`src/rtl/riva_pkg.sv`:
```
// Shared core-wide types.
package riva_pkg;

  localparam int unsigned VidW = 5;

  typedef logic [VidW-1:0] vid_t;

endpackage

```
`src/rtl/vlsu_pkg.sv`:
```
// VLSU types: tracker entries and AXI
// response codes.
package vlsu_pkg;

  import riva_pkg::*;

  localparam logic [1:0] AXI_RESP_OKAY   = 2'b00;
  localparam logic [1:0] AXI_RESP_EXOKAY = 2'b01;
  localparam logic [1:0] AXI_RESP_SLVERR = 2'b10;
  localparam logic [1:0] AXI_RESP_DECERR = 2'b11;

  // Wide enough for any supported TxnCntW.
  localparam int unsigned TrkCntW = 16;

  typedef logic [TrkCntW-1:0] trk_cnt_t;

  typedef struct packed {
    vid_t     id;
    trk_cnt_t cnt;
    logic     err;
  } trk_entry_t;

  function automatic logic resp_is_err(
    input logic [1:0] r
  );
    return r >= AXI_RESP_SLVERR;
  endfunction

endpackage

```
`src/rtl/vlsu_resp_trk_queue.sv`:
```
// In-order tracking FIFO for one response
// channel (loads or stores).
module vlsu_resp_trk_queue
  import riva_pkg::*;
  import vlsu_pkg::*;
#(
  parameter int unsigned Depth = 4,
  parameter int unsigned CntW  = 8
) (
  input  logic            clk_i,
  input  logic            rst_i,
  input  logic            push_i,
  input  vid_t            push_id_i,
  input  logic [CntW-1:0] push_cnt_i,
  input  logic            evt_i,
  input  logic            dec_i,
  input  logic            err_i,
  input  logic            pop_i,
  output logic            full_o,
  output logic            done_o,
  output vid_t            head_id_o,
  output logic            head_err_o,
  output logic            unexp_o
);

  localparam int unsigned PtrW = $clog2(Depth);
  localparam logic [PtrW:0] OccOne =
    (PtrW+1)'(1);
  localparam logic [PtrW:0] OccFull =
    (PtrW+1)'(Depth);

  trk_entry_t      ent_q [Depth];
  logic [PtrW-1:0] rd_q;
  logic [PtrW-1:0] wr_q;
  logic [PtrW:0]   occ_q;

  logic            empty;
  logic            head_done;
  logic [PtrW-1:0] nxt;
  logic [PtrW-1:0] tgt;
  logic            tgt_ok;

  assign empty     = occ_q == '0;
  assign head_done = !empty &&
                     ent_q[rd_q].cnt == '0;
  assign nxt       = rd_q + PtrW'(1);

  // A done head only waits to be popped;
  // later responses belong to the next entry.
  always_comb begin
    tgt    = rd_q;
    tgt_ok = 1'b0;
    if (!empty && !head_done) begin
      tgt_ok = 1'b1;
    end else if (head_done &&
                 occ_q > OccOne &&
                 ent_q[nxt].cnt != '0) begin
      tgt    = nxt;
      tgt_ok = 1'b1;
    end
  end

  assign full_o     = occ_q == OccFull;
  assign done_o     = head_done;
  assign head_id_o  = ent_q[rd_q].id;
  assign head_err_o = ent_q[rd_q].err;
  assign unexp_o    = evt_i && !tgt_ok;

  always_ff @(posedge clk_i) begin
    if (rst_i) begin
      rd_q  <= '0;
      wr_q  <= '0;
      occ_q <= '0;
      for (int i = 0; i < Depth; i++) begin
        ent_q[i] <= '0;
      end
    end else begin
      if (push_i) begin
        ent_q[wr_q].id  <= push_id_i;
        ent_q[wr_q].cnt <= trk_cnt_t'(push_cnt_i);
        ent_q[wr_q].err <= 1'b0;
        wr_q <= wr_q + PtrW'(1);
      end
      if (evt_i && tgt_ok) begin
        if (dec_i) begin
          ent_q[tgt].cnt <=
            ent_q[tgt].cnt - trk_cnt_t'(1);
        end
        if (err_i) begin
          ent_q[tgt].err <= 1'b1;
        end
      end
      if (pop_i) begin
        rd_q <= rd_q + PtrW'(1);
      end
      if (push_i && !pop_i) begin
        occ_q <= occ_q + OccOne;
      end else if (pop_i && !push_i) begin
        occ_q <= occ_q - OccOne;
      end
    end
  end

endmodule

```
`src/rtl/vlsu_resp_tracker.sv`:
```
// Tracks outstanding VLSU instructions and
// reports completion once all AXI txns return.
module vlsu_resp_tracker
  import riva_pkg::*;
  import vlsu_pkg::*;
#(
  parameter int unsigned TrkDepth = 4,
  parameter int unsigned TxnCntW  = 8
) (
  input  logic               clk_i,
  input  logic               rst_i,
  input  logic               issue_valid_i,
  output logic               issue_ready_o,
  input  vid_t               issue_reqId_i,
  input  logic               issue_isLoad_i,
  input  logic [TxnCntW-1:0] issue_txnNum_i,
  input  logic               r_fire_i,
  input  logic               r_last_i,
  input  logic [1:0]         r_resp_i,
  input  logic               b_fire_i,
  input  logic [1:0]         b_resp_i,
  output logic               resp_valid_o,
  input  logic               resp_ready_i,
  output vid_t               resp_reqId_o,
  output logic               resp_isLoad_o,
  output logic               resp_err_o,
  output logic               unexp_o
);

  logic ld_full, st_full;
  logic ld_done, st_done;
  logic ld_err, st_err;
  logic ld_unexp, st_unexp;
  vid_t ld_id, st_id;
  logic ld_push, st_push;
  logic ld_pop, st_pop;
  logic sel_ld, fire;

  logic lock_q, lock_ld_q;
  logic last_ld_q, unexp_q;

  assign issue_ready_o = issue_isLoad_i ?
                         !ld_full : !st_full;
  assign ld_push = issue_valid_i &&
                   issue_ready_o &&
                   issue_isLoad_i;
  assign st_push = issue_valid_i &&
                   issue_ready_o &&
                   !issue_isLoad_i;

  vlsu_resp_trk_queue #(
    .Depth (TrkDepth),
    .CntW  (TxnCntW)
  ) u_ld_q (
    .clk_i      (clk_i),
    .rst_i      (rst_i),
    .push_i     (ld_push),
    .push_id_i  (issue_reqId_i),
    .push_cnt_i (issue_txnNum_i),
    .evt_i      (r_fire_i),
    .dec_i      (r_fire_i && r_last_i),
    .err_i      (resp_is_err(r_resp_i)),
    .pop_i      (ld_pop),
    .full_o     (ld_full),
    .done_o     (ld_done),
    .head_id_o  (ld_id),
    .head_err_o (ld_err),
    .unexp_o    (ld_unexp)
  );

  vlsu_resp_trk_queue #(
    .Depth (TrkDepth),
    .CntW  (TxnCntW)
  ) u_st_q (
    .clk_i      (clk_i),
    .rst_i      (rst_i),
    .push_i     (st_push),
    .push_id_i  (issue_reqId_i),
    .push_cnt_i (issue_txnNum_i),
    .evt_i      (b_fire_i),
    .dec_i      (b_fire_i),
    .err_i      (resp_is_err(b_resp_i)),
    .pop_i      (st_pop),
    .full_o     (st_full),
    .done_o     (st_done),
    .head_id_o  (st_id),
    .head_err_o (st_err),
    .unexp_o    (st_unexp)
  );

  // A stalled grant is locked so the offer
  // cannot switch queues before it is taken.
  always_comb begin
    sel_ld = lock_q ? lock_ld_q :
             (ld_done &&
              (!st_done || !last_ld_q));
    resp_valid_o  = lock_q || ld_done ||
                    st_done;
    resp_reqId_o  = '0;
    resp_isLoad_o = 1'b0;
    resp_err_o    = 1'b0;
    if (resp_valid_o) begin
      resp_reqId_o  = sel_ld ? ld_id : st_id;
      resp_isLoad_o = sel_ld;
      resp_err_o    = sel_ld ? ld_err : st_err;
    end
  end

  assign fire    = resp_valid_o && resp_ready_i;
  assign ld_pop  = fire && sel_ld;
  assign st_pop  = fire && !sel_ld;
  assign unexp_o = unexp_q;

  always_ff @(posedge clk_i) begin
    if (rst_i) begin
      lock_q    <= 1'b0;
      lock_ld_q <= 1'b0;
      last_ld_q <= 1'b0;
      unexp_q   <= 1'b0;
    end else begin
      if (ld_unexp || st_unexp) begin
        unexp_q <= 1'b1;
      end
      if (fire) begin
        last_ld_q <= sel_ld;
        lock_q    <= 1'b0;
      end else if (resp_valid_o) begin
        lock_q    <= 1'b1;
        lock_ld_q <= sel_ld;
      end
    end
  end

endmodule

```
`config.mk`:
```
export PLATFORM = sky130hd
export DESIGN_NAME = vlsu_resp_tracker
export DESIGN_NICKNAME = d
export VERILOG_FILES = /design/src/rtl/riva_pkg.sv /design/src/rtl/vlsu_pkg.sv /design/src/rtl/vlsu_resp_trk_queue.sv /design/src/rtl/vlsu_resp_tracker.sv
export SDC_FILE = /design/constraint.sdc
export NUM_CORES = 1
export LEC_CHECK = 0
export CAP_MARGIN = 10
export CORE_AREA = 2 2 156 158
export CTS_BUF_LIST = sky130_fd_sc_hd__clkbuf_8
export DETAILED_ROUTE_END_ITERATION = 6
export DIE_AREA = 0 0 158 160
export PLACE_DENSITY = 0.68
export SYNTH_ARGS = -nofsm -noshare
export SYNTH_HDL_FRONTEND = slang
export SYNTH_SLANG_ARGS = --single-unit
export TNS_END_PERCENT = 20
```
`constraint.sdc`:
```
create_clock -name clk_i -period 3.95 [get_ports clk_i]
set_input_delay 0.79 -clock clk_i [delete_from_list [all_inputs] [get_ports clk_i]]
set_output_delay 0.79 -clock clk_i [all_outputs]
set_load 0.01 [all_outputs]
```
Word-level counts from Yosys, hierarchy flattened. Memory sizes are Yosys's and may differ from the RTL's. A register that Yosys moved wholly into a read port is not among the register bits. Cells that the tools add are included.

Bits in registers: 18. Bits in writable memories: 176. Input port bits: 25. Output and inout bits: 10. Word-level logic and storage cells: 145. Memories kept: 2.

$add $sub $neg: 10. Magnitude comparators: 4. Equal/unequal tests: 2. Muxes and demuxes: 59. Bitwise gates (word level): 1. Reductions and logical operators: 57.

Memories: u_ld_q.ent_q (depth 4, bits a word 22, rd ports 3, clocked after memory_dff 1, wr ports 4, line vlsu_resp_trk_queue.sv:32) `trk_entry_t ent_q [Depth];`; u_st_q.ent_q (depth 4, bits a word 22, rd ports 3, clocked after memory_dff 1, wr ports 4, line vlsu_resp_trk_queue.sv:32).

Operators with widths (number): $mux W22 (4); $reduce_or A22 Y1 (4); $mux W1 (35); $logic_not A16 Y1 (2); $reduce_bool A16 Y1 (2); $sub A16 B1 Y16 const B (2); $logic_and A1 B1 Y1 (24); $mux W2 (12); $mux W3 (6); $logic_not A1 Y1 (15); $mux W5 (2); $add A2 B1 Y2 const B (4); $add A3 B1 Y3 const B (2); $eq A3 B3 Y1 const B (2); $gt A3 B1 Y1 const B (2); $logic_not A3 Y1 (2); $sub A3 B1 Y3 const B (2); $ge A2 B2 Y1 const B (2); $logic_or A1 B1 Y1 (4); $reduce_bool A2 Y1 (2); $reduce_and A2 Y1 (1); $reduce_or A2 Y1 (1); $not A1 Y1 (1).

Depth between registers and ports, before layout.
Depth in word-level cells: 13. Depth in mapped cells: 16. Gate-level depth less buffers: 13.

Modules after synthesis. A second synthesis with hierarchy kept.

Cells, all modules: 1130. Area, all modules: 11951.5 µm².

By module, submodules not included: vlsu_resp_trk_queue at u_st_q (times used 1, cells each 534, area each 5838.1 µm², seq. area each 2782.7 µm²); vlsu_resp_trk_queue at u_ld_q (times used 1, cells each 548, area each 5779.3 µm², seq. area each 2782.7 µm²); vlsu_resp_tracker (times used 1, cells each 48, area each 334.1 µm², seq. area each 80.1 µm²).

Worst setup path before layout. OpenSTA, ideal clock, no wires.

Path kind: flip-flop to flip-flop. Start: memory u_st_q.ent_q[0][12] in the netlist's numbering. End: memory u_st_q.ent_q[3][11] in the netlist's numbering (data pin). Library setup time: 0.265 ns. Data arrival time: 3.700 ns. Data required time: 3.685 ns. Path slack: -0.015 ns. Stages on the path, launching flop included: 15. Buffers on the path: 2. Period minus slack after synthesis: 3.965 ns. Cell sequence: edfxtp_1 > or4_4 > nor4_4 > o31ai_2 > nor3_4 > buf_6 > buf_2 > mux2_2 > inv_1 > ha_1 > inv_1 > a2111oi_4 > a21boi_1 > xnor2_1 > nor2_1.

RTL lines (line): start, declared (vlsu_resp_trk_queue.sv:32).

==> flow_metrics.env <==
export IMPL_outcome="complete, no violations"
export IMPL_ys_ff_latch=198
export IMPL_io_pins=35
export IMPL_grt_use_total=0.261
export IMPL_dr_pass1_iters=5
export IMPL_powerDensity_mw_per_mm2=329
export IMPL_synth_compound_area_frac=0.113
export IMPL_max_cap_viol_count=0
export IMPL_fillers=2058
export IMPL_hold_viol_final=0
export IMPL_overflow=0
export IMPL_finalMaxSlewViolations=0
export IMPL_crit_arrival_ns=3.11
export IMPL_cpPeakStageDelay_ns=0.54
export IMPL_synth_distinct_cells=70
export IMPL_period_share=0.988
export IMPL_yosys_area_share_simple=0.204
export IMPL_area_delta_synth_final_pct=16.5
export IMPL_dr_total_vias=9477
export IMPL_io_buffers=32
export IMPL_ys_warnings_count=0
export IMPL_switchingPower_uw=1320
export IMPL_end_kind="output pin"
export IMPL_cts_root_buf="clkbuf_8"
export IMPL_clk_pin_slew_ns=0.12
export IMPL_syn_area_per_cell_sq_um=10.6
export IMPL_synth_async_reset_ratio=0
export IMPL_finalSetupViolCount=0
export IMPL_setup_worst_path_class="reg2out"
export IMPL_chipHeight_um=160
export IMPL_cts_buffers=17
export IMPL_power_frac_clock=0.297
export IMPL_wirelength_um=32100
export IMPL_synth_nets=1134
export IMPL_initial_utilization=0.489
export IMPL_gp_congestion=0.875
export IMPL_p_comb_frac=0.153
export IMPL_synth_mux_area_frac=0.126
export IMPL_design_core_area_sq_mm=0.0238
export IMPL_seq_power_share=0.549
export IMPL_cts_sinks=198
export IMPL_synth_cells=1098
export IMPL_clockBufferDepth=2
export IMPL_synth_edff_count=168
export IMPL_drive_gt1_frac=0.215
export IMPL_ys_seq_area_frac=0.485
export IMPL_place_ws_ns=-0.0185
export IMPL_fin_crit_ns=3.90
export IMPL_cts_hold_fix_buffers=0
export IMPL_hp_class="reg2reg"
export IMPL_tightest_slew_ns=0.624
export IMPL_syn_area_sq_mm=0.0117
export IMPL_die_area_sq_mm=0.0253
export IMPL_cp_required_ns=3.16
export IMPL_cts_tree="built"
export IMPL_setup_ws_ns=0.0467
export IMPL_clkLatencyLatePin_ns=0.49
export IMPL_fmax_mhz=256
export IMPL_p_total_uw=4460
export IMPL_grt_first_pass_wirelength_um=50700
export IMPL_synth_area_leader_cell="edfxtp_1"
export IMPL_fin_nets=1231
export IMPL_slew_headroom=0.581
export IMPL_worstPathCellList="nor4_1 > nand4_1 > o22ai_2 > o31a_1 > buf_4 > nor3_4 > inv_1 > clkdlybuf4s50_1"
export IMPL_synth_area_top_cells="edfxtp_1, mux4_2, dfxtp_1, nor2_1, o21ai_0"
export IMPL_grt_max_degree=38
export IMPL_synth_flop_cell="edfxtp_1"
export IMPL_antenna_found_initial=0
export IMPL_slowest_stage="clkdlybuf4s50_1"
export IMPL_netSwitchingFraction=0.295
export IMPL_ant_nets=0
export IMPL_cp_max_fo=11
export IMPL_p_int_uw=3150
export IMPL_cts_htree_levels=4
export IMPL_rsz0062_at_grt="true"
export IMPL_synth_most_common_cell="edfxtp_1"
export IMPL_skew_ns=0.0297
export IMPL_synth_cells_most_frequent="edfxtp_1, nor2_1, o21ai_0"
export IMPL_p_leak_uw=0.00472
export IMPL_via_per_inst=6.19
export IMPL_irDropWorstVdd_mv=0.280
export IMPL_dp_hpwl_um=23500
export IMPL_drt_initial_drc_count=1081
export IMPL_route_detailed_drc=0
export IMPL_synth_xor_area_share=0.0263
export IMPL_synthAdderAreaFrac=0.0118
export IMPL_wire_per_inst_um=20.9
export IMPL_grt_pass1_vias=9236
export IMPL_rows=57
export IMPL_die_x_um=158
export IMPL_diodes=0
export IMPL_start_kind="flop"
export IMPL_synth_top_family_by_area="simple AND/OR/NAND/NOR gates"
export IMPL_yosysTopAreaCellShare=0.433
==> path summary, 6_finish.rpt <==
check	from	to	slack, ns	cells after the start
worst max register to register	u_st_q.ent_q[1][4]	u_st_q.ent_q[3][16]	0.10	13
worst min-delay path	u_st_q.ent_q[3][0]	u_st_q.ent_q[3][0]	0.47	2
worst min register to register	u_st_q.ent_q[3][0]	u_st_q.ent_q[3][0]	0.47	2
worst max-delay path	u_st_q.ent_q[3][13]	resp_valid_o	0.05	8
==> what timing repair did <==
action | CTS | global route
setup buffers | 5 | 0
pin swaps | 2 | 4
setup endpoints to repair | 16 | 159
gates cloned | 0 | 0
gates resized for setup | 21 | 25
==> layout by cell type, fill, tap and decap left out, drive strengths merged, types with 33 or more instances in the layout <==
cell      n
buf     118
nand3    84
mux4     44
mux2i    33
o21ai   101
nor2    135
edfxtp  168
a21oi    35
and2     46
nor4     38
inv      34
nand2    45
==> flip-flops by register name, indices dropped and copies added (netlist names), named ones only <==
name	flops
unexp_o	1
u_ld_q.ent_q	88
lock_q	1
u_st_q.occ_q	3
u_st_q.wr_q	2
u_st_q.ent_q	88
u_ld_q.wr_q	2
u_ld_q.rd_q	2
last_ld_q	1
u_ld_q.occ_q	3
lock_ld_q	1
u_st_q.rd_q	2
==> worst max-delay path, delay by kind of cell (launching register included) <==
kind / cells / cell delay (ns)
flops: 1 / 0.45
compound gates: 2 / 0.49
simple gates: 3 / 0.82
buf+inv: 3 / 0.87
==> stage by stage <==
| stage | setup TNS [ns] | std cells | utilization | cell area, sq um | hold WS, ns |
|---|---|---|---|---|---|
| 6_report | 0 | 1532 | 0.570 | 13600 | 0.466 |
| 5_1_grt | -0.575 | 1532 | 0.570 | 13600 | 0.497 |
| 4_1_cts | 0 | 1531 | 0.565 | 13500 | 0.468 |
| 3_5_place_dp | -0.0325 | 1494 | 0.545 | 13000 | 0.439 |
| 3_3_place_gp | 0 | 1494 | 0.545 | 13000 | 0.437 |
| 2_1_floorplan | 0 | 1098 | - | 11700 | 0.420 |
==> area by class of cell <==
cell class              instances  area [sq um]  area share
clock buffers                  18           248      0.0182
clock inverters                14           154      0.0113
inverters                      27           101     0.00746
multi-input cells             802          5800       0.427
flip-flops and latches        198          5650       0.416
well taps                     324           405      0.0299
repair buffers                149          1220      0.0898
==> power by group through the flow <==
stage                     registers, uW  logic [uW]  clock network, uW
after floorplan                    2460         404                  0
after global placement             2490         632                  0
after detailed placement           2490         650                  0
after CTS                          2450         657               1340
after global routing               2460         742               1420
final                              2450         684               1330
==> layer usage <==
metal | up-vias | GRT usage | routed length, um
met5 | - | 0 | 0
met4 | 0 | 0.0606 | 572
met3 | 45 | 0.0461 | 2160
met2 | 376 | 0.438 | 16000
met1 | 4697 | 0.354 | 13300
li1 | 4359 | - | -
==> logic make-up (layout without fill, tap and decap cells) <==
| kind of cell | after synthesis | count (layout) |
|---|---|---|
| muxes | 89 | 89 |
| and+or+nand+nor | 456 | 456 |
| AOI/OAI and AO/OA | 211 | 211 |
| adders and majority gates | 11 | 11 |
| DFF | 198 | 198 |
| buffers and inverters | 98 | 208 |
| xor gates and xnor gates | 35 | 35 |
Note: power is estimated with default switching activity, not from simulation.
